`config.mk`:
```
export PLATFORM = sky130hd
export DESIGN_NAME = ram256x32_bist_ctrl
export DESIGN_NICKNAME = d
export VERILOG_FILES = /design/src/rtl/ram256x32_bist_ctrl.sv
export SDC_FILE = /design/constraint.sdc
export NUM_CORES = 1
export LEC_CHECK = 0
export CORE_UTILIZATION = 35
export DETAILED_ROUTE_END_ITERATION = 6
export PLACE_DENSITY = 0.57
export SYNTH_ARGS = -nofsm -noshare
export SYNTH_HDL_FRONTEND = slang
export SYNTH_SLANG_ARGS = --single-unit
```
`constraint.sdc`:
```
create_clock -name clk -period 6.1 [get_ports clk]
set_clock_uncertainty 0.1 [all_clocks]
set_input_delay 1.22 -clock clk [delete_from_list [all_inputs] [get_ports clk]]
set_output_delay 1.22 -clock clk [all_outputs]
set_load 0.02 [all_outputs]
```
`src/rtl/ram256x32_bist_ctrl.sv`:
```
// ram256x32_bist_ctrl - self-test master for a 256x32 single-port RAM.
//
// When start is accepted, the block writes an LFSR pattern to every address in
// ascending order, reads every address back and compares each read word with
// the pattern. It reports pass/fail, a saturating mismatch count, and the
// address, expected word and read word of the first mismatch.
//
// Optional feature (compile-time macro RAM_BIST_INV_EN): after the first
// write/read pass, a second pass runs with the inverted pattern, so stuck bits
// are caught in both polarities. Without the macro only the single pass exists.
//
// Ports
//   clk, rst_n         clock, asynchronous active-low reset
//   start_i            begin a test (sampled in IDLE/DONE only)
//   busy_o, done_o     test running / test finished (held until next start)
//   pass_o             1 = no mismatch (valid while done_o)
//   err_cnt_o          number of mismatching reads, saturating
//   fail_adrs_o/exp_o/got_o  first mismatch record
//   ram_cs_o (active-low), ram_rw_o (1 = write), ram_adrs_o, ram_data_in_o,
//   ram_data_out_i     RAM port; read data arrives RD_LAT clocks after the read
module ram256x32_bist_ctrl #(
  parameter int                ADDR_W = 8,
  parameter int                DATA_W = 32,
  parameter int                RD_LAT = 1,
  parameter logic [DATA_W-1:0] SEED   = 32'hACE1_2468,
  parameter logic [DATA_W-1:0] POLY   = 32'h8020_0003
) (
  input  logic              clk,
  input  logic              rst_n,
  input  logic              start_i,
  output logic              busy_o,
  output logic              done_o,
  output logic              pass_o,
  output logic [ADDR_W+1:0] err_cnt_o,
  output logic [ADDR_W-1:0] fail_adrs_o,
  output logic [DATA_W-1:0] fail_exp_o,
  output logic [DATA_W-1:0] fail_got_o,
  output logic              ram_cs_o,
  output logic              ram_rw_o,
  output logic [ADDR_W-1:0] ram_adrs_o,
  output logic [DATA_W-1:0] ram_data_in_o,
  input  logic [DATA_W-1:0] ram_data_out_i
);

  localparam int                ERR_W   = ADDR_W + 2;
  // An all-zero seed would lock the LFSR, so it is replaced by 1.
  localparam logic [DATA_W-1:0] SEED_NZ = (SEED == '0) ? {{(DATA_W-1){1'b0}}, 1'b1} : SEED;
  localparam logic [ADDR_W-1:0] ADR_MAX = '1;
  localparam logic [ADDR_W-1:0] ADR_ONE = {{(ADDR_W-1){1'b0}}, 1'b1};
  localparam logic [ERR_W-1:0]  ERR_ONE = {{(ERR_W-1){1'b0}}, 1'b1};

  typedef enum logic [2:0] {
    S_IDLE  = 3'd0,
    S_WRITE = 3'd1,
    S_READ  = 3'd2,
    S_DRAIN = 3'd3,
    S_DONE  = 3'd4
`ifdef RAM_BIST_INV_EN
    , S_WRITE_INV = 3'd5
    , S_READ_INV  = 3'd6
`endif
  } state_e;

  // Galois step, shifting right; POLY is xor-ed in when bit 0 falls out.
  function automatic logic [DATA_W-1:0] lfsr_next(input logic [DATA_W-1:0] v);
    return (v >> 1) ^ (v[0] ? POLY : {DATA_W{1'b0}});
  endfunction

  state_e              state_q, state_d;
  logic                busy_q, busy_d, done_q, done_d, pass_q, pass_d;
  logic [ERR_W-1:0]    err_cnt_q, err_cnt_d;
  logic [ADDR_W-1:0]   fail_adrs_q, fail_adrs_d;
  logic [DATA_W-1:0]   fail_exp_q, fail_exp_d, fail_got_q, fail_got_d;
  logic                ram_cs_q, ram_cs_d, ram_rw_q, ram_rw_d;
  logic [ADDR_W-1:0]   ram_adrs_q, ram_adrs_d;
  logic [DATA_W-1:0]   ram_data_in_q, ram_data_in_d;
  logic [DATA_W-1:0]   lfsr_q, lfsr_d;
  logic [2:0]          drain_q, drain_d;
  logic [2:0]          drain_last_s;
  logic                push_vld_s;
  logic [DATA_W-1:0]   push_exp_s;
`ifdef RAM_BIST_INV_EN
  logic                inv_q, inv_d;
`endif

  // Expected word and address of each outstanding read, aligned to RAM latency.
  logic                pipe_vld_q [RD_LAT];
  logic [DATA_W-1:0]   pipe_exp_q [RD_LAT];
  logic [ADDR_W-1:0]   pipe_adr_q [RD_LAT];

`ifdef RAM_BIST_INV_EN
  // The drain between the two passes has one extra turnaround cycle.
  assign drain_last_s = inv_q ? 3'(RD_LAT - 1) : 3'(RD_LAT);
`else
  assign drain_last_s = 3'(RD_LAT - 1);
`endif

  // Next-state, RAM access sequencing and compare/record logic.
  always_comb begin
    state_d       = state_q;
    busy_d        = busy_q;
    done_d        = done_q;
    pass_d        = pass_q;
    err_cnt_d     = err_cnt_q;
    fail_adrs_d   = fail_adrs_q;
    fail_exp_d    = fail_exp_q;
    fail_got_d    = fail_got_q;
    ram_cs_d      = ram_cs_q;
    ram_rw_d      = ram_rw_q;
    ram_adrs_d    = ram_adrs_q;
    ram_data_in_d = ram_data_in_q;
    lfsr_d        = lfsr_q;
    drain_d       = drain_q;
    push_vld_s    = 1'b0;
    push_exp_s    = lfsr_q;
`ifdef RAM_BIST_INV_EN
    inv_d         = inv_q;
`endif

    // Retire the oldest outstanding read; only the first mismatch is recorded.
    if (pipe_vld_q[RD_LAT-1] && (ram_data_out_i != pipe_exp_q[RD_LAT-1])) begin
      if (err_cnt_q == '0) begin
        fail_adrs_d = pipe_adr_q[RD_LAT-1];
        fail_exp_d  = pipe_exp_q[RD_LAT-1];
        fail_got_d  = ram_data_out_i;
      end
      if (err_cnt_q != '1) begin
        err_cnt_d = err_cnt_q + ERR_ONE;
      end
    end

    case (state_q)
      S_IDLE, S_DONE: begin
        ram_cs_d = 1'b1;
        if (start_i) begin
          state_d       = S_WRITE;
          busy_d        = 1'b1;
          done_d        = 1'b0;
          pass_d        = 1'b0;
          err_cnt_d     = '0;
          fail_adrs_d   = '0;
          fail_exp_d    = '0;
          fail_got_d    = '0;
          ram_cs_d      = 1'b0;
          ram_rw_d      = 1'b1;
          ram_adrs_d    = '0;
          ram_data_in_d = SEED_NZ;
          lfsr_d        = SEED_NZ;
`ifdef RAM_BIST_INV_EN
          inv_d         = 1'b0;
`endif
        end
      end
`ifdef RAM_BIST_INV_EN
      S_WRITE, S_WRITE_INV: begin
`else
      S_WRITE: begin
`endif
        if (ram_adrs_q == ADR_MAX) begin
`ifdef RAM_BIST_INV_EN
          state_d = inv_q ? S_READ_INV : S_READ;
`else
          state_d = S_READ;
`endif
          ram_rw_d   = 1'b0;
          ram_adrs_d = '0;
          lfsr_d     = SEED_NZ;
        end else begin
          ram_adrs_d = ram_adrs_q + ADR_ONE;
          lfsr_d     = lfsr_next(lfsr_q);
`ifdef RAM_BIST_INV_EN
          ram_data_in_d = inv_q ? ~lfsr_next(lfsr_q) : lfsr_next(lfsr_q);
`else
          ram_data_in_d = lfsr_next(lfsr_q);
`endif
        end
      end
`ifdef RAM_BIST_INV_EN
      S_READ, S_READ_INV: begin
        push_exp_s = inv_q ? ~lfsr_q : lfsr_q;
`else
      S_READ: begin
`endif
        push_vld_s = 1'b1;
        if (ram_adrs_q == ADR_MAX) begin
          state_d  = S_DRAIN;
          ram_cs_d = 1'b1;
          drain_d  = 3'd0;
        end else begin
          ram_adrs_d = ram_adrs_q + ADR_ONE;
          lfsr_d     = lfsr_next(lfsr_q);
        end
      end
      S_DRAIN: begin
        ram_cs_d = 1'b1;
        if (drain_q == drain_last_s) begin
`ifdef RAM_BIST_INV_EN
          if (!inv_q) begin
            state_d       = S_WRITE_INV;
            inv_d         = 1'b1;
            ram_cs_d      = 1'b0;
            ram_rw_d      = 1'b1;
            ram_adrs_d    = '0;
            lfsr_d        = SEED_NZ;
            ram_data_in_d = ~SEED_NZ;
          end else begin
            state_d = S_DONE;
            busy_d  = 1'b0;
            done_d  = 1'b1;
            pass_d  = (err_cnt_d == '0);
          end
`else
          state_d = S_DONE;
          busy_d  = 1'b0;
          done_d  = 1'b1;
          // err_cnt_d already includes the compare retiring on this edge.
          pass_d  = (err_cnt_d == '0);
`endif
        end else begin
          drain_d = drain_q + 3'd1;
        end
      end
      default: begin
        state_d  = S_IDLE;
        ram_cs_d = 1'b1;
      end
    endcase
  end

  // State and output registers.
  always_ff @(posedge clk or negedge rst_n) begin
    if (!rst_n) begin
      state_q       <= S_IDLE;
      busy_q        <= 1'b0;
      done_q        <= 1'b0;
      pass_q        <= 1'b0;
      err_cnt_q     <= '0;
      fail_adrs_q   <= '0;
      fail_exp_q    <= '0;
      fail_got_q    <= '0;
      ram_cs_q      <= 1'b1;
      ram_rw_q      <= 1'b0;
      ram_adrs_q    <= '0;
      ram_data_in_q <= '0;
      lfsr_q        <= SEED_NZ;
      drain_q       <= 3'd0;
`ifdef RAM_BIST_INV_EN
      inv_q         <= 1'b0;
`endif
    end else begin
      state_q       <= state_d;
      busy_q        <= busy_d;
      done_q        <= done_d;
      pass_q        <= pass_d;
      err_cnt_q     <= err_cnt_d;
      fail_adrs_q   <= fail_adrs_d;
      fail_exp_q    <= fail_exp_d;
      fail_got_q    <= fail_got_d;
      ram_cs_q      <= ram_cs_d;
      ram_rw_q      <= ram_rw_d;
      ram_adrs_q    <= ram_adrs_d;
      ram_data_in_q <= ram_data_in_d;
      lfsr_q        <= lfsr_d;
      drain_q       <= drain_d;
`ifdef RAM_BIST_INV_EN
      inv_q         <= inv_d;
`endif
    end
  end

  // Read-compare pipeline: entry 0 captures the read issued this cycle.
  always_ff @(posedge clk or negedge rst_n) begin
    if (!rst_n) begin
      for (int i = 0; i < RD_LAT; i++) begin
        pipe_vld_q[i] <= 1'b0;
        pipe_exp_q[i] <= '0;
        pipe_adr_q[i] <= '0;
      end
    end else begin
      pipe_vld_q[0] <= push_vld_s;
      pipe_exp_q[0] <= push_exp_s;
      pipe_adr_q[0] <= ram_adrs_q;
      for (int i = 1; i < RD_LAT; i++) begin
        pipe_vld_q[i] <= pipe_vld_q[i-1];
        pipe_exp_q[i] <= pipe_exp_q[i-1];
        pipe_adr_q[i] <= pipe_adr_q[i-1];
      end
    end
  end

  assign busy_o        = busy_q;
  assign done_o        = done_q;
  assign pass_o        = pass_q;
  assign err_cnt_o     = err_cnt_q;
  assign fail_adrs_o   = fail_adrs_q;
  assign fail_exp_o    = fail_exp_q;
  assign fail_got_o    = fail_got_q;
  assign ram_cs_o      = ram_cs_q;
  assign ram_rw_o      = ram_rw_q;
  assign ram_adrs_o    = ram_adrs_q;
  assign ram_data_in_o = ram_data_in_q;

endmodule

```
Word-level counts from Yosys, hierarchy flattened --
Cells that the tools add are included.
Word-level totals: input port bits 35, output and inout port bits 127, register bits after elaboration 206, logic and storage cells 101
Operators by class: add/sub/neg operators 3, reduce and logical (&&, ||, !) cells 17, equal/unequal tests 14, multiplexer cells 48, bitwise gates (word level) 2
Operators by type and width (count):
- two-way mux 32 bit | 12
- one-hot mux 32 bit (3 select lines) | 1
- one-hot mux 32 bit (2 select lines) | 1
- two-way mux 8 bit | 7
- two-way mux 10 bit | 4
- != test 32 bit | 1
- XOR 31 x 32 -> 32 bit | 1
- one-hot mux 8 bit (3 select lines) | 1
- zero test 10 bit | 2
- two-way mux 3 bit | 6
- AND reduction 3 bit | 5
- != test 2 bit (second input constant) | 7
- one-hot mux 3 bit (4 select lines) | 1
- adder 10 x 1 -> 10 bit (second input constant) | 1
- != test 10 bit (second input constant) | 1
- two-way mux 1 bit | 9
- adder 8 x 1 -> 8 bit (second input constant) | 1
- equality test 8 bit (second input constant) | 1
- one-hot mux 1 bit (2 select lines) | 4
- equality test 3 x 2 -> 1 bit (second input constant) | 2
- zero test 3 bit | 2
- one-hot mux 3 bit (2 select lines) | 1
- nonzero test 2 bit | 3
- AND reduction 4 bit | 1
- 9 further kinds | 9

Depth between registers and ports, before layout --
Gate-level depths: netlist of the first run.
depth after elaboration 6, gate-level depth with buffers 9, mapped depth without buffers 9

Worst setup path after synthesis of the first run --
No wires, ideal clock.
path kind input -> register, start point in ram_data_out_i[10], end point reg fail_got_q[10], in the netlist fail_got_o[10], required time 5.922 ns, stages 9, data arrival time 2.683 ns, library setup time 0.078 ns, slack 3.239 ns, cells stage by stage xor2_1 > nor4_1 > nand4_1 > o21ai_2 > or3_1 > buf_4 > buf_2 > nand2_1 > a21oi_2
On the way: longest elaborated chain between the ends 5
Ends and longest elaborated chain:
- start: declaration | line 42 | input logic [DATA_W-1:0] ram_data_out_i
- != test 32 bit | line 121 | if (pipe_vld_q[RD_LAT-1] && (ram_data_out_i != pipe_exp_q[RD_LAT-1])) begin
- logical AND 1 bit | line 121
- two-way mux 32 bit (*) | line 121
- two-way mux 32 bit | line 135 | if (start_i) begin
- two-way mux 32 bit (*) | line 132 | case (state_q)
- via fail_got_d[10] | line 73 | logic [DATA_W-1:0] fail_exp_q, fail_exp_d, fail_got_q, fail_got_d;
- end signal: assignment | line 258 | fail_got_q <= fail_got_d;
- end: declaration | line 73
Mark *: on every way through the listed nets, which the timed path passes. The rest lies on a longest branch. A chain may end at the register's enable or synchronous reset.

Worst setup path after layout of the first run --
start point in ram_data_out_i[19], end point reg fail_exp_q[18], in the netlist fail_exp_o[18]
On the way: longest elaborated chain between the ends 5
Ends and longest elaborated chain:
- != test 32 bit (*) | line 121
- logical AND 1 bit (*) | line 121
- two-way mux 32 bit (*) | line 121
- two-way mux 32 bit | line 135
- two-way mux 32 bit (*) | line 132
- via fail_exp_d[18] | line 73
- end signal: assignment | line 257 | fail_exp_q <= fail_exp_d;
- end: declaration | line 73
Marks and branches as above.

==> run summary, run 1 <==
================================================================================
CTS tree                                                                   built
DRC marker count from the first detailed-route iteration                     471
Final-stage net count                                                        988
Ys Warns                                                                       0
Horizontal extent of the die                                              159 um
Setup TNS                                                                   0 ps
Post-synth EDFFs                                                               0
Via count                                                                   6225
CP max FO                                                                     31
Endpoint class of the critical path                                    flip-flop
Final worst hold slack                                                    323 ps
Count of state elements after synthesis                                      206
Largest vdd supply drop                                                 0.188 mV
Post-Synthesis Cell Area                                              8630 sq um
Reg-to-reg slack, setup                                                  2650 ps
Worst setup slack before clock tree synthesis                            1260 ps
1st-pass router iterations                                                     7
Flip-flop cell with the highest count after synthesis               sky130_fd_sc_hd__dfrtp_1
Crit share post-route                                                      70.1%
Cell leakage power                                                       4.70 nW
Total Die Area                                                       25300 sq um
Class of the most critical hold timing path                         flip-flop to flip-flop
Setup ws final                                                           1830 ps
Clock slew at reported path FFs                                            60 ps
Cell count after synthesis                                                   799
Antenna Cells                                                                  0
Post-detailed-route DRC marker count                                           2
Worst-skew pair later-pin latency                                         500 ps
Top-level I/O count                                                          162
CTS H-Tree Depth                                                               1
Largest net degree at the start of global routing                            169
ANT nets after route                                                           0
Max Fclk                                                               0.234 GHz
Overall global routing resource usage                                      17.7%
Sink of the worst hold path                                         pipe_exp_q[29]
Number of cells traversed by the worst register-to-register path               8
Area of the core                                                     24200 sq um
PD cells                                                             398 nW/um^2
Max stage delay cell, worst path                                    sky130_fd_sc_hd__o21ai_2
Clock buffer depth                                                             3
Number of I/O port buffers                                                   161
Post-CTS setup buffers                                                         0
CP max stage delay                                                        690 ps
Worst hold path stage count                                                    0
Placed inst area                                                     10500 sq um
Final worst path period need                                             4270 ps
Reg-to-Reg End                                                      fail_exp_o[18]
HPWL Detailed                                                           15100 um
Unrepaired setup endpoints after global routing                               no
Hold path start                                                       lfsr_q[29]
Avg Vias per Cell                                                           4.83
Number of resized instances in the post-cts repair step                        0
Critical path startpoint category                                      input pin
Maximum Capacitance Violations                                                 0
Last weighted congestion value of the routability-driven placer            0.792
Area growth from synthesis to final layout                                 30.8%
Data arrival, critical path                                              4590 ps
Worst relative slew slack                                                  39.5%
# clock sinks                                                                206
Data required, critical path                                             6420 ps
Share of layout cells above drive strength 1                               15.0%
Mean instance size in the synthesized netlist                         10.8 sq um
Initial cell density of the core                                           35.6%
Total CTS buffers                                                             22
Final Routed Wirelength                                                 22100 um
Wire length of the first global-routing pass                            35900 um
Sequential-to-total area share from yosys stat                             59.9%
Final Slew Violations                                                          0
Hold-fix buffers, CTS                                                          0
Post-Syn Nets                                                                839
Die Y-Extent                                                              159 um
Final number of setup-violating endpoints                                      0
Global-route congestion overflow total                                         0
Worst slew pin tran                                                       908 ps
Number of global-route vias before repair                                   6229
Post-layout util                                                           46.6%
Routed wire length per instance                                          17.2 um
Beginning of the worst register-to-register path                    pipe_exp_q[15]
Post-synth cell types                                                         52
Sequence of cells on the critical path                              clkdlybuf4s50_1, xor2_1, nor4_1, nand4_1, o21ai_2, or3_2, buf_4, nand2_1, a21oi_2
Row cnt                                                                       57
Type of the worst setup path                                        input pin to flip-flop
Share of async-settable or async-resettable flops after synthesis           100%
Run status                                                          finished, violations left
Initial antenna violation count                                                0
Final Hold Fails                                                               0
Failing checks                                                               DRC
Post-Layout Inst Area                                                11300 sq um
Clk Tree Root Cell                                                  sky130_fd_sc_hd__clkbuf_16
================================================================================
-- critical path, delay by kind of cell --
| family | cells | cell delay (ps) |
|---|---|---|
| buf+inv | 2 | 860 |
| compound gates | 2 | 820 |
| simple gates | 4 | 1460 |
| xor+xnor | 1 | 190 |
-- metal layers --
metal | GRT usage (%) | wire length, um | vias up
met5 | 0 | 0 | -
met4 | 3.54 | 268 | 0
met3 | 3.65 | 1170 | 20
met2 | 25.7 | 9480 | 164
met1 | 27.3 | 11200 | 3047
li1 | - | - | 2994
-- flip-flops by register name (all words and copies together) (netlist names) --
register and flops:
pipe_exp_q 32, fail_exp_o 32, fail_got_o 32, state_q 3, ram_data_in_o 32, ram_cs_o 1
busy_o 1, pipe_vld_q 1, err_cnt_o 10, ram_rw_o 1, ram_adrs_o 8, pipe_adr_q 8
lfsr_q 32, drain_q 3, fail_adrs_o 8, pass_o 1, done_o 1
-- layout by cell type (no fill, tap or decap), drive strengths merged, types with 2 or more instances in the layout --
| master | count |
|---|---|
| nand2 | 208 |
| dfrtp | 192 |
| clkdlybuf4s50 | 160 |
| a21oi | 87 |
| nor2 | 54 |
| xor2 | 38 |
| clkbuf | 35 |
| o21ai | 29 |
| a22o | 22 |
| dfstp | 14 |
| o22a | 12 |
| nor4 | 12 |
| buf | 11 |
| xnor2 | 10 |
| nand3 | 8 |
| nor3 | 8 |
| inv | 6 |
| nand4 | 5 |
| o31ai | 5 |
| ha | 5 |
| nor2b | 4 |
| mux2i | 4 |
| and3 | 3 |
| and2 | 3 |
| bufinv | 3 |
| nor4b | 2 |
| o22ai | 2 |
| mux2 | 2 |
| a211oi | 2 |
| or3 | 2 |
| clkinv | 2 |
-- how the worst max path moves through the flow --
stage,start,end,slack (ps),cells past startpoint
after CTS,ram_data_out_i[18],fail_exp_o[18],1760,9
after detailed placement,ram_data_out_i[18],fail_exp_o[18],1260,9
final,ram_data_out_i[19],fail_exp_o[18],1830,9
after floorplan,ram_data_out_i[10],fail_got_o[10],3240,9
after global routing,ram_data_out_i[23],fail_exp_o[16],1510,9
after global placement,ram_data_out_i[23],fail_exp_o[29],1270,9
-- area by class of cell --
class                      instances  area, sq um
clock inverter                     6          111
timing repair buffer             172         1720
fill                            2269        13000
inverter                           6         22.5
clock buffer                      34          667
multi-input combinational        540         3200
tap                              324          405
sequential                       206         5170
-- per-stage QoR --
stage | instances | power [mW]
3_3_place_gp | 1248 | 3.12
5_1_grt | 1288 | 4.74
2_1_floorplan | 799 | 2.55
4_1_cts | 1288 | 4.56
3_5_place_dp | 1248 | 3.13
6_report | 1288 | 4.50
-- cells by family after synthesis --
| family | Yosys count | share of synthesized area (%) |
|---|---|---|
| AOI/OAI and AO/OA | 167 | 15.0 |
| and+or+nand+nor | 314 | 15.6 |
| xor gates and xnor gates | 48 | 4.87 |
| muxes | 6 | 0.725 |
| DFF | 206 | 59.9 |
| buffers and inverters | 53 | 3.22 |
| adders and majority gates | 5 | 0.725 |
-- Yosys cell counts (6+ instances only) --
master                     count  area share, %
sky130_fd_sc_hd__a21oi_1      17           0.99
sky130_fd_sc_hd__o21ai_0      27            1.6
sky130_fd_sc_hd__buf_6         8            1.0
sky130_fd_sc_hd__nand3_1       8           0.46
sky130_fd_sc_hd__a22o_1       22            2.2
sky130_fd_sc_hd__nor2_1       54            2.3
sky130_fd_sc_hd__nor4_1       11           0.80
sky130_fd_sc_hd__xor2_1       38            3.9
sky130_fd_sc_hd__nor3_1        7           0.41
sky130_fd_sc_hd__inv_1         6           0.26
sky130_fd_sc_hd__o22a_1       12            1.2
sky130_fd_sc_hd__buf_2        12           0.70
sky130_fd_sc_hd__clkbuf_1     25            1.1
sky130_fd_sc_hd__xnor2_1      10            1.0
sky130_fd_sc_hd__a21oi_2      70            7.1
sky130_fd_sc_hd__dfstp_2      14            4.3
sky130_fd_sc_hd__dfrtp_1     192             56
sky130_fd_sc_hd__nand2_1     207            9.0
-- power breakdown --
part | internal, mW | total [mW] | switching, mW
registers | 1.77 | 2.13 | 0.364
clock network | 0.879 | 1.41 | 0.528
logic | 0.461 | 0.957 | 0.496
total | 3.11 | 4.50 | 1.39
(Power assumes the default switching activity.)
==> inputs of run 2 (changes only) <==
--- a/config.mk
+++ b/config.mk
@@ -7,7 +7,7 @@
 export LEC_CHECK = 0
 export CORE_UTILIZATION = 35
 export DETAILED_ROUTE_END_ITERATION = 6
-export PLACE_DENSITY = 0.57
+export PLACE_DENSITY = 0.6
 export SYNTH_ARGS = -nofsm -noshare
 export SYNTH_HDL_FRONTEND = slang
 export SYNTH_SLANG_ARGS = --single-unit
==> constraint.sdc (replaced) <==
create_clock -name clk -period 3.7 [get_ports clk]
set_clock_uncertainty 0.1 [all_clocks]
set_input_delay 0.74 -clock clk [delete_from_list [all_inputs] [get_ports clk]]
set_output_delay 0.74 -clock clk [all_outputs]
set_load 0.02 [all_outputs]
==> run 2 against run 1 <==
Against the previous run: the run still ends with DRC left; total power up 64%; first-iteration DRC count down 12%; cell count up 0.47%; non-clock buffer count up 6; via count about the same; worst hold slack worse by 110 ps; clock power up 61%; global-route usage down 0.28 points; cell area up 0.64%; critical path type unchanged; critical endpoint is now pass_o; largest power group unchanged.
==> run summary, run 2 (synthesis results as in run 1) <==
====================================================================================
Final Hold Fails                                                                   0
Initial antenna violation count                                                    0
Number of cells traversed by the worst register-to-register path                   7
Final-stage net count                                                            994
Hold-fix buffers, CTS                                                              0
Worst setup slack before clock tree synthesis                                 342 ps
Area growth from synthesis to final layout                                     31.7%
Beginning of the worst register-to-register path                        ram_adrs_o[0]
Critical path startpoint category                                          input pin
Worst-skew pair later-pin latency                                             500 ps
Post-Layout Inst Area                                                    11400 sq um
Highest-count cells in the layout ignoring fill and taps                sky130_fd_sc_hd__nand2_1 (207), sky130_fd_sc_hd__dfrtp_1 (192), sky130_fd_sc_hd__clkdlybuf4s50_1 (160)
Reg-to-Reg End                                                            lfsr_q[14]
Largest vdd supply drop                                                     0.349 mV
Final Routed Wirelength                                                     22000 um
Maximum Capacitance Violations                                                     0
1st-pass router iterations                                                         7
Endpoint class of the critical path                                        flip-flop
Wire length of the first global-routing pass                                35400 um
Total CTS buffers                                                                 22
Routed wire length per instance                                              17.0 um
Run status                                                              finished, violations left
Die Y-Extent                                                                  159 um
Count of buffering cells on the critical path with inverters included              2
# clock sinks                                                                    206
Sequence of cells on the critical path                                  clkdlybuf4s50_1, xor2_1, nor4_1, nand4_1, o21ai_2, buf_4, nor4b_1, mux2i_1, o31ai_1
Number of I/O port buffers                                                       161
Largest net degree at the start of global routing                                 98
Data arrival, critical path                                                  3120 ps
Fill cells                                                                      2279
PD cells                                                                 650 nW/um^2
Initial cell density of the core                                               35.6%
Final Slew Violations                                                              0
Type of the worst setup path                                            input pin to flip-flop
ANT nets after route                                                               0
Delay-heaviest family, CP                                               simple AND/OR/NAND/NOR gates
Worst relative slew slack                                                      46.6%
Number of resized instances in the post-cts repair step                            0
Failing checks                                                                   DRC
Top-level I/O count                                                              162
CP max stage delay                                                            550 ps
Worst Setup EP                                                                pass_o
Cell leakage power                                                           4.74 nW
Max stage delay cell, worst path                                        sky130_fd_sc_hd__nor4b_1
Avg Vias per Cell                                                               4.81
Unrepaired setup endpoints after global routing                                   no
Crit share post-route                                                          76.2%
Clock slew at reported path FFs                                                60 ps
Final worst path period need                                                 2820 ps
Share of layout cells above drive strength 1                                   16.2%
Final worst hold slack                                                        217 ps
Reg-to-reg slack, setup                                                      1130 ps
Via count                                                                       6228
Global-route congestion overflow total                                             0
Worst slew pin tran                                                           801 ps
Clk Tree Root Cell                                                      sky130_fd_sc_hd__clkbuf_16
CTS tree                                                                       built
Post-CTS setup buffers                                                             0
CP max FO                                                                         16
HPWL Detailed                                                               15300 um
Antenna Cells                                                                      0
Clock buffer depth                                                                 3
Class of the most critical hold timing path                             input pin to asynchronous set/reset pin
DRC marker count from the first detailed-route iteration                         415
Final number of setup-violating endpoints                                          0
Number of global-route vias before repair                                       6130
Cell count along the critical path                                                 9
Start point of the critical path                                        ram_data_out_i[11]
Post-detailed-route DRC marker count                                               1
Overall global routing resource usage                                          17.5%
Final total power                                                            7.39 mW
Area of the core                                                         24200 sq um
Setup ws final                                                                880 ps
CTS H-Tree Depth                                                                   1
Row cnt                                                                           57
Placed inst area                                                         10600 sq um
Max Fclk                                                                   0.355 GHz
Total Die Area                                                           25300 sq um
Data required, critical path                                                 4000 ps
Last weighted congestion value of the routability-driven placer                0.789
Setup TNS                                                                       0 ps
Horizontal extent of the die                                                  159 um
Most common library cell in the layout ignoring fill and taps           sky130_fd_sc_hd__nand2_1
====================================================================================
[run 2: worst min path at each step]
stage / startpoint / end / slack, ps
after global routing: rst_n / ram_data_in_o[14] / 300
after floorplan: lfsr_q[0] / pipe_exp_q[0] / 250
final: rst_n / ram_data_in_o[14] / 220
after global placement: lfsr_q[22] / pipe_exp_q[22] / 320
after CTS: rst_n / ram_data_in_o[14] / 260
after detailed placement: lfsr_q[23] / pipe_exp_q[23] / 320
[run 2: final cells by class]
type                       count  area (sq um)  area share, %
clock buffer                  28           644           5.67
clock inverter                12           124           1.09
inverter                       6          22.5          0.198
multi-input combinational    540          3200           28.1
sequential                   206          5170           45.5
tap                          324           405           3.57
timing repair buffer         178          1810           15.9
[run 2: metrics by stage]
step | util (%) | instances
finish | 46.9 | 1294
global route | 46.9 | 1294
CTS | 46.9 | 1294
detailed placement | 43.7 | 1254
global placement | 43.7 | 1254
floorplan | - | 799
[run 2: routing by layer]
metal / up-vias / share of wire [%] / global-route usage (%)
met2: 167 / 42 / 24.5
met5: - / 0 / 0
met4: 0 / 1.8 / 4.59
met1: 3033 / 51 / 27.2
li1: 2995 / - / -
met3: 33 / 5.7 / 3.49
[run 2: power breakdown]
part,internal (mW),total [mW],switching [mW],leakage [nW]
logic,0.767,1.58,0.816,1.74
clock network,1.38,2.27,0.896,0.372
registers,2.91,3.53,0.618,2.63
total,5.06,7.39,2.33,4.74
==> inputs of run 3 (changes only) <==
--- a/config.mk
+++ b/config.mk
@@ -7,7 +7,7 @@
 export LEC_CHECK = 0
 export CORE_UTILIZATION = 35
 export DETAILED_ROUTE_END_ITERATION = 6
-export PLACE_DENSITY = 0.6
+export PLACE_DENSITY = 0.57
 export SYNTH_ARGS = -nofsm -noshare
 export SYNTH_HDL_FRONTEND = slang
 export SYNTH_SLANG_ARGS = --single-unit
==> constraint.sdc (replaced) <==
create_clock -name clk -period 2.72 [get_ports clk]
set_clock_uncertainty 0.1 [all_clocks]
set_input_delay 0.544 -clock clk [delete_from_list [all_inputs] [get_ports clk]]
set_output_delay 0.544 -clock clk [all_outputs]
set_load 0.02 [all_outputs]
==> run 3 against run 2 <==
Against the previous run: the flow still finishes with violations (DRC); global-route usage is 0.97 points higher; utilization rose by 1.2 points; count of clock-buffer cells in the layout stayed put; flip-flop and latch count is the same.
==> run summary, run 3 (synthesis results as in run 1) <==
===============================================================================
Most common library cell in the layout ignoring fill and taps      sky130_fd_sc_hd__nand2_1
Area growth from synthesis to final layout                                34.9%
Avg Vias per Cell                                                          4.72
Data arrival, critical path                                             2920 ps
Via count                                                                  6229
Worst relative slew slack                                                 58.5%
Largest vdd supply drop                                                0.454 mV
Maximum Capacitance Violations                                                0
Die Y-Extent                                                             159 um
# clock sinks                                                               206
Row cnt                                                                      57
Hold path start                                                      lfsr_q[23]
Global-route congestion overflow total                                        0
Data required, critical path                                            3060 ps
Horizontal extent of the die                                             159 um
Reg-to-Reg End                                                     fail_exp_o[9]
Final-stage net count                                                      1020
Initial cell density of the core                                          35.6%
Antenna Cells                                                                 0
HPWL Detailed                                                          16000 um
Worst slew pin tran                                                      618 ps
Share of layout cells above drive strength 1                              18.4%
DRC marker count from the first detailed-route iteration                    325
Most congested layer reported by global routing                            met1
Reg-to-reg slack, setup                                                  220 ps
Worst-skew pair later-pin latency                                        510 ps
Crit share post-route                                                     95.0%
Final Hold Fails                                                              0
Total Die Area                                                      25300 sq um
GR met2 Demand/Resource                                                   26.3%
Last weighted congestion value of the routability-driven placer           0.789
CP max FO                                                                    43
Max stage delay cell, worst path                                   sky130_fd_sc_hd__clkdlybuf4s50_1
Number of I/O port buffers                                                  161
Final total power                                                       10.2 mW
Post-detailed-route DRC marker count                                          2
Failing checks                                                              DRC
Fill cells                                                                 2256
Largest net degree at the start of global routing                            56
Highest-count cells in the layout ignoring fill and taps           sky130_fd_sc_hd__nand2_1 (207), sky130_fd_sc_hd__dfrtp_1 (192), sky130_fd_sc_hd__clkdlybuf4s50_1 (160)
Setup TNS                                                                  0 ps
Beginning of the worst register-to-register path                   pipe_exp_q[11]
Endpoint class of the critical path                                   flip-flop
ANT nets after route                                                          0
Met3 track demand over resource                                           4.30%
CTS tree                                                                  built
CTS H-Tree Depth                                                              1
Met1 layer usage reported by global route                                 28.3%
Clock buffer depth                                                            3
Sequence of cells on the critical path                             clkdlybuf4s50_1, xor2_1, buf_4, nor4_2, nand4_1, o21ai_2, or3_2, buf_12, nand2_1, a21oi_2
Final worst path period need                                            2580 ps
Routed wire length per instance                                         17.1 um
Final Slew Violations                                                         0
Unrepaired setup endpoints after global routing                              no
Critical path startpoint category                                     input pin
Run status                                                         finished, violations left
Cell leakage power                                                      4.90 nW
Initial antenna violation count                                               0
CP max stage delay                                                       440 ps
Final number of setup-violating endpoints                                     0
Number of global-route vias before repair                                  6319
Worst hold path stage count                                                   0
Area of the core                                                    24200 sq um
1st-pass router iterations                                                    6
Max Fclk                                                              0.387 GHz
Clock slew at reported path FFs                                           60 ps
Final Routed Wirelength                                                22700 um
Total CTS buffers                                                            23
Type of the worst setup path                                       input pin to flip-flop
Clk Tree Root Cell                                                 sky130_fd_sc_hd__clkbuf_16
Wire length of the first global-routing pass                           37000 um
Overall global routing resource usage                                     18.4%
Class of the most critical hold timing path                        flip-flop to flip-flop
PD cells                                                            880 nW/um^2
Number of cells traversed by the worst register-to-register path              9
Top-level I/O count                                                         162
Sink of the worst hold path                                        pipe_exp_q[23]
===============================================================================
[run 3: cell count changes in the layout (fill, tap and decap cells not counted), sizes merged]
| cell | before | now |
|---|---|---|
| clkinvlp | 4 | 2 |
| bufinv | 2 | 3 |
| clkinv | 5 | 7 |
| buf | 17 | 41 |
| dlygate4sd3 | 0 | 1 |
| inv | 7 | 8 |
[run 3: how the worst max path moves through the flow]
stage,start,end,slack [ps],cells after the start
3_3_place_gp,ram_data_out_i[11],pass_o,-550,11
6_report,ram_data_out_i[11],fail_exp_o[9],140,10
3_5_place_dp,ram_data_out_i[11],fail_got_o[22],-560,10
5_1_grt,ram_data_out_i[11],err_cnt_o[0],40,11
4_1_cts,ram_data_out_i[11],fail_got_o[22],80,10
2_1_floorplan,ram_adrs_o[0],ram_adrs_o[7],460,8
[run 3: metrics by stage]
stage / cell area (sq um) / hold slack (ps) / util, % / std cells / worst slack (ps)
floorplan: 8630 / 148 / - / 799 / 464
global placement: 10800 / 316 / 44.7 / 1278 / -548
detailed placement: 10800 / 320 / 44.7 / 1278 / -563
CTS: 11600 / 330 / 48.0 / 1321 / 79.6
global route: 11700 / 339 / 48.0 / 1321 / 38.6
finish: 11700 / 332 / 48.0 / 1321 / 137
[run 3: cell type report]
class                      count  area, sq um  area share [%]
clock buffer                  28          634            5.44
clock inverter                14          165            1.42
multi-input combinational    540         3200            27.5
timing repair buffer         203         2050            17.6
inverter                       6         22.5           0.193
tap                          324          405            3.48
sequential                   206         5170            44.4
[run 3: worst max-delay path, delay by kind of cell]
kind | cells | cell delay [ps]
simple gates | 4 | 930
xor+xnor | 1 | 180
compound gates | 2 | 410
buf+inv | 3 | 810
[run 3: where the power goes]
| part | total [mW] | internal (mW) | switching [mW] |
|---|---|---|---|
| Combinational | 2.25 | 1.10 | 1.14 |
| Sequential | 4.78 | 3.96 | 0.813 |
| Clock | 3.23 | 1.96 | 1.27 |
[run 3: metal layers]
layer	vias up	wire length [um]
li1	3061	-
met1	3001	11400
met2	143	9490
met3	24	1440
met4	0	311
met5	-	0
[run 3: timing repair]
item                                   4_1_cts  5_1_grt
setup buffers                                0        0
pin swaps                                    0        1
setup endpoints to repair                   32        4
endpoints found under the hold margin       41        0
resized for setup                            1        1
hold buffers                                 1        0
